## config.mk

```make
export PLATFORM = sky130hd
export DESIGN_NAME = native_axi_master
export DESIGN_NICKNAME = d
export VERILOG_FILES = /design/src/rtl/native_axi_master.sv
export SDC_FILE = /design/constraint.sdc
export NUM_CORES = 1
export LEC_CHECK = 0
export BUFFER_PORTS_ARGS = -buffer_cell sky130_fd_sc_hd__buf_2
export CAP_MARGIN = 5
export CORE_ASPECT_RATIO = 0.75
export CORE_MARGIN = 2
export CORE_UTILIZATION = 44
export CTS_CLUSTER_SIZE = 30
export DETAILED_ROUTE_END_ITERATION = 10
export GPL_TIMING_DRIVEN = 0
export PLACE_DENSITY = 0.88
export SYNTH_ARGS = -nofsm -noshare
export SYNTH_HDL_FRONTEND = slang
export SYNTH_SLANG_ARGS = --single-unit
```

## constraint.sdc

```tcl
create_clock -name clk -period 2.1 [get_ports clk]
set_input_delay 0 -clock clk [delete_from_list [all_inputs] [get_ports clk]]
set_output_delay 0 -clock clk [all_outputs]
set_load 0.01 [all_outputs]
```

## src/rtl/native_axi_master.sv

```systemverilog
// Native CPU memory port to AXI4-lite initiator bridge, one transaction in flight.
// Slave error responses and the optional response timeout both complete with mem_error.
module native_axi_master #(
  parameter int unsigned TIMEOUT_CYCLES = 0,
  parameter int unsigned TIMEOUT_W      = 16
) (
  input  logic        clk,
  input  logic        resetn,
  input  logic        mem_valid,
  input  logic        mem_instr,
  input  logic [31:0] mem_addr,
  input  logic [31:0] mem_wdata,
  input  logic [3:0]  mem_wstrb,
  output logic        mem_ready,
  output logic [31:0] mem_rdata,
  output logic        mem_error,
  output logic        mem_axi_awvalid,
  input  logic        mem_axi_awready,
  output logic [31:0] mem_axi_awaddr,
  output logic [2:0]  mem_axi_awprot,
  output logic        mem_axi_wvalid,
  input  logic        mem_axi_wready,
  output logic [31:0] mem_axi_wdata,
  output logic [3:0]  mem_axi_wstrb,
  input  logic        mem_axi_bvalid,
  output logic        mem_axi_bready,
  input  logic [1:0]  mem_axi_bresp,
  output logic        mem_axi_arvalid,
  input  logic        mem_axi_arready,
  output logic [31:0] mem_axi_araddr,
  output logic [2:0]  mem_axi_arprot,
  input  logic        mem_axi_rvalid,
  output logic        mem_axi_rready,
  input  logic [31:0] mem_axi_rdata,
  input  logic [1:0]  mem_axi_rresp
);

  typedef enum logic [2:0] {IDLE, RADDR, RDATA, WRITE, WRESP, DONE} state_e;

  typedef struct packed {
    logic [29:0] addr;
    logic [31:0] wdata;
    logic [3:0]  wstrb;
    logic        instr;
  } req_t;

  localparam logic [TIMEOUT_W-1:0] TO_LIM = TIMEOUT_W'(TIMEOUT_CYCLES);
  localparam bit                   TO_EN  = (TIMEOUT_CYCLES != 0);

  state_e               state_q;
  req_t                 req_q;
  logic                 awvalid_q, wvalid_q, bready_q, arvalid_q, rready_q;
  logic                 aw_done_q, w_done_q;
  logic                 ready_q, error_q;
  logic [31:0]          rdata_q;
  logic [TIMEOUT_W-1:0] cnt_q, cnt_d;

  logic aw_hs, w_hs, b_hs, ar_hs, r_hs, any_hs, in_xfer, timeout;

  logic unused_addr_lsb;
  assign unused_addr_lsb = ^mem_addr[1:0];

  always_comb begin
    aw_hs   = awvalid_q & mem_axi_awready;
    w_hs    = wvalid_q  & mem_axi_wready;
    b_hs    = bready_q  & mem_axi_bvalid;
    ar_hs   = arvalid_q & mem_axi_arready;
    r_hs    = rready_q  & mem_axi_rvalid;
    any_hs  = aw_hs | w_hs | b_hs | ar_hs | r_hs;
    in_xfer = (state_q == RADDR) || (state_q == RDATA) ||
              (state_q == WRITE) || (state_q == WRESP);
    cnt_d   = cnt_q + 1'b1;
    // any handshake landing on the expiry edge wins; the timeout re-arms for the next edge
    timeout = TO_EN && in_xfer && (cnt_d >= TO_LIM) && !any_hs;
  end

  always_ff @(posedge clk or negedge resetn) begin
    if (!resetn) begin
      state_q   <= IDLE;
      req_q     <= '0;
      awvalid_q <= 1'b0;
      wvalid_q  <= 1'b0;
      bready_q  <= 1'b0;
      arvalid_q <= 1'b0;
      rready_q  <= 1'b0;
      aw_done_q <= 1'b0;
      w_done_q  <= 1'b0;
      ready_q   <= 1'b0;
      error_q   <= 1'b0;
      rdata_q   <= '0;
      cnt_q     <= '0;
    end else begin
      case (state_q)
        IDLE: begin
          cnt_q <= '0;
          if (mem_valid) begin
            req_q <= '{addr: mem_addr[31:2], wdata: mem_wdata, wstrb: mem_wstrb, instr: mem_instr};
            if (mem_wstrb == 4'h0) begin
              arvalid_q <= 1'b1;
              state_q   <= RADDR;
            end else begin
              awvalid_q <= 1'b1;
              wvalid_q  <= 1'b1;
              aw_done_q <= 1'b0;
              w_done_q  <= 1'b0;
              state_q   <= WRITE;
            end
          end
        end
        DONE: begin
          ready_q <= 1'b0;
          error_q <= 1'b0;
          state_q <= IDLE;
        end
        default: begin
          cnt_q <= cnt_d;
          if (timeout) begin
            awvalid_q <= 1'b0;
            wvalid_q  <= 1'b0;
            bready_q  <= 1'b0;
            arvalid_q <= 1'b0;
            rready_q  <= 1'b0;
            ready_q   <= 1'b1;
            error_q   <= 1'b1;
            if (state_q == RADDR || state_q == RDATA) rdata_q <= 32'hDEADBEEF;
            state_q   <= DONE;
          end else begin
            case (state_q)
              RADDR: if (ar_hs) begin
                arvalid_q <= 1'b0;
                rready_q  <= 1'b1;
                state_q   <= RDATA;
              end
              RDATA: if (r_hs) begin
                rready_q <= 1'b0;
                rdata_q  <= mem_axi_rdata;
                error_q  <= (mem_axi_rresp != 2'b00);
                ready_q  <= 1'b1;
                state_q  <= DONE;
              end
              WRITE: begin
                if (aw_hs) begin
                  awvalid_q <= 1'b0;
                  aw_done_q <= 1'b1;
                end
                if (w_hs) begin
                  wvalid_q <= 1'b0;
                  w_done_q <= 1'b1;
                end
                // the edge completing the second handshake also moves on
                if ((aw_done_q | aw_hs) && (w_done_q | w_hs)) begin
                  bready_q <= 1'b1;
                  state_q  <= WRESP;
                end
              end
              WRESP: if (b_hs) begin
                bready_q <= 1'b0;
                error_q  <= (mem_axi_bresp != 2'b00);
                ready_q  <= 1'b1;
                state_q  <= DONE;
              end
              default: ;
            endcase
          end
        end
      endcase
    end
  end

  assign mem_ready       = ready_q;
  assign mem_error       = error_q;
  assign mem_rdata       = rdata_q;
  assign mem_axi_awvalid = awvalid_q;
  assign mem_axi_awaddr  = {req_q.addr, 2'b00};
  assign mem_axi_awprot  = 3'b000;
  assign mem_axi_wvalid  = wvalid_q;
  assign mem_axi_wdata   = req_q.wdata;
  assign mem_axi_wstrb   = req_q.wstrb;
  assign mem_axi_bready  = bready_q;
  assign mem_axi_arvalid = arvalid_q;
  assign mem_axi_araddr  = {req_q.addr, 2'b00};
  assign mem_axi_arprot  = {req_q.instr, 2'b00};
  assign mem_axi_rready  = rready_q;

endmodule

```

==> qor.csv <==
metric;value;unit
outcome;finished clean;
min_path_type;primary input to flop;
final_common_cell;buf_2;
gp_congestion;0.832;
yosysWarnings;0;
rr_worst_depth;4;
setup_tns;0;ps
cp.required;2320;ps
rsz0062_at_grt;false;
layoutNonFillerInstCount;832;
numCtsBuffers;9;
final-setup-viol-count;0;
period_share;0.918;
ys_ff_latch;111;
syn_avg_cell_area;14.4;um^2
maxCapViolations;0;
rows;32;
synth.area.top_cells;dfrtp_1 60%, mux2_2 24%, buf_4 7.1%, buf_2 0.87%, nand2_1 0.81%;
area_delta_synth_final;60.7;%
final_cell_mix;253 x buf_2, 111 x dfrtp_1, 103 x dlygate4sd3_1, 100 x mux2_2, 45 x buf_4;
io_buffers;246;
place_area;0.00609;mm^2
die_h;92.8;um
leakagePower;3.86;nW
drive_gt1_frac;0.603;
netlist_instances;321;
cts.htree.levels;3;
drt_iter0_drc;152;
tightestPinTransition;676;ps
crit_arrival;2150;ps
wl_per_cell;17.0;um
firstDrtPassIters;4;
core;0.0102;mm^2
worstSetupEndpointType;flop;
place_ws;155;ps
slew_headroom;0.550;
peakVddDrop;0.885;mV
ios;258;
synth_top_area_frac;0.600;
power_density;1330;mW/mm^2
synth_cell_types;28;
finish.utilization;0.725;
ant_nets;0;
die_w;122;um
fin_skew;5.10;ps
power;9.87;mW
hold_violations;0;
insertion_delay;340;ps
tritoncts_num_sinks;111;
cts_root_buffer;clkbuf_16;
dp_cells;712;
start_kind;flop;
syn_area;0.00463;mm^2
drv_slew;0;
crit_fanout;10;
layout_min_cycle_time;1930;ps
seq_area_frac_synth;0.600;
path_class;flop to flop;
vias_per_cell;4.88;
worst_slack;172;ps
dieArea;0.0114;mm^2
hpwl;8630;um
path_clk_slew;70;ps
grt_pass1_wl;21900;um
nets;803;
grt_start_max_net_pins;61;
cts_resized;0;
antenna_found_initial;1;
fin_area;0.00743;mm^2
vias;4060;
grt_overflow;0;
initial_core_util;0.451;
drt_drc_violations_left;0;
fmax;0.519;GHz
cts_tree;yes;
grt.total_usage;0.252;
yosysTopAreaCell;dfrtp_1;
hold_depth;3;
drt_wl_total;14200;um
grt_pass1_vias;4329;
holdWs;15.1;ps
clock_path_buffers;2;
==> cells by family (layout without fill, tap and decap cells) <==
family,after synthesis,after routing,share of synthesized area
flops,111,111,0.600
mux,100,100,0.243
buf+inv,56,422,0.0833
simple gates,28,28,0.0360
compound gates,25,25,0.0360
other cells,1,10,0.000811
==> metal layers <==
| layer | wire length (um) | global-route usage | vias to the layer above |
|---|---|---|---|
| met5 | 0 | 0 | - |
| li1 | - | - | 1812 |
| met3 | 1090 | 0.0733 | 45 |
| met4 | 504 | 0.117 | 0 |
| met2 | 7500 | 0.463 | 229 |
| met1 | 5080 | 0.264 | 1974 |
==> layout make-up <==
class	instances	area, um^2
fillers	664	2820
flip-flops and latches	111	2780
plain buffers	52	370
diodes	1	2.50
clock buffers	11	253
clock inverters	5	61.3
well taps	136	170
multi-input cells	162	1490
inverters	4	15.0
repair buffers	350	2290
==> critical path: stages (launching register included) <==
cell and delay (ps):
dfrtp_1 450, nor4b_4 520, buf_4 280, buf_4 210, mux2_2 360
==> cells in the mapped netlist, drive strengths merged <==
cell type  number
or4             1
inv             4
o21ai           7
nor4            1
o31a            1
dfrtp         111
mux2          100
and2            1
conb            1
nand3           2
nor2b           1
buf            52
nor4b           1
a31oi           5
o311ai          1
a21o            1
nor2            7
nor3            1
nand2          10
o21ba           1
a2bb2oi         1
o31ai           1
a41oi           1
nand2b          3
a32o            2
a21oi           4
==> report_power, final <==
part           leakage (nW)  internal [mW]  switching, mW
Sequential             1.37           3.17          0.702
Combinational          2.33           2.28           1.95
Clock                 0.157           1.00          0.770
Total                  3.86           6.45           3.42
==> sequential cells by signal, summed over array words and instances, names as in the netlist <==
register and flops:
mem_axi_awvalid 1, mem_axi_araddr 30, mem_axi_wdata 32, state_q 3
aw_done_q 1, mem_axi_bready 1, mem_error 1, mem_ready 1
mem_axi_rready 1, mem_axi_arprot 1, mem_axi_arvalid 1, w_done_q 1
mem_axi_wvalid 1, mem_rdata 32, mem_axi_wstrb 4
==> what timing repair did <==
action | 4_1_cts | 5_1_grt
hold endpoints to repair | 156 | 0
buffers inserted | 0 | 0
hold buffers | 103 | 0
==> worst paths after layout <==
kind                                   from            endpoint  slack [ps]
max in group asynchronous            resetn  mem_axi_araddr[15]        1140
max reg2reg                      state_q[1]   mem_axi_wdata[24]         170
max                              state_q[1]   mem_axi_wdata[24]         170
min in group asynchronous            resetn       mem_rdata[27]         240
min                        mem_axi_rresp[0]           mem_error          20
min reg2reg                   mem_rdata[17]       mem_rdata[17]         500
No activity file was read; power rests on OpenSTA's default activity.
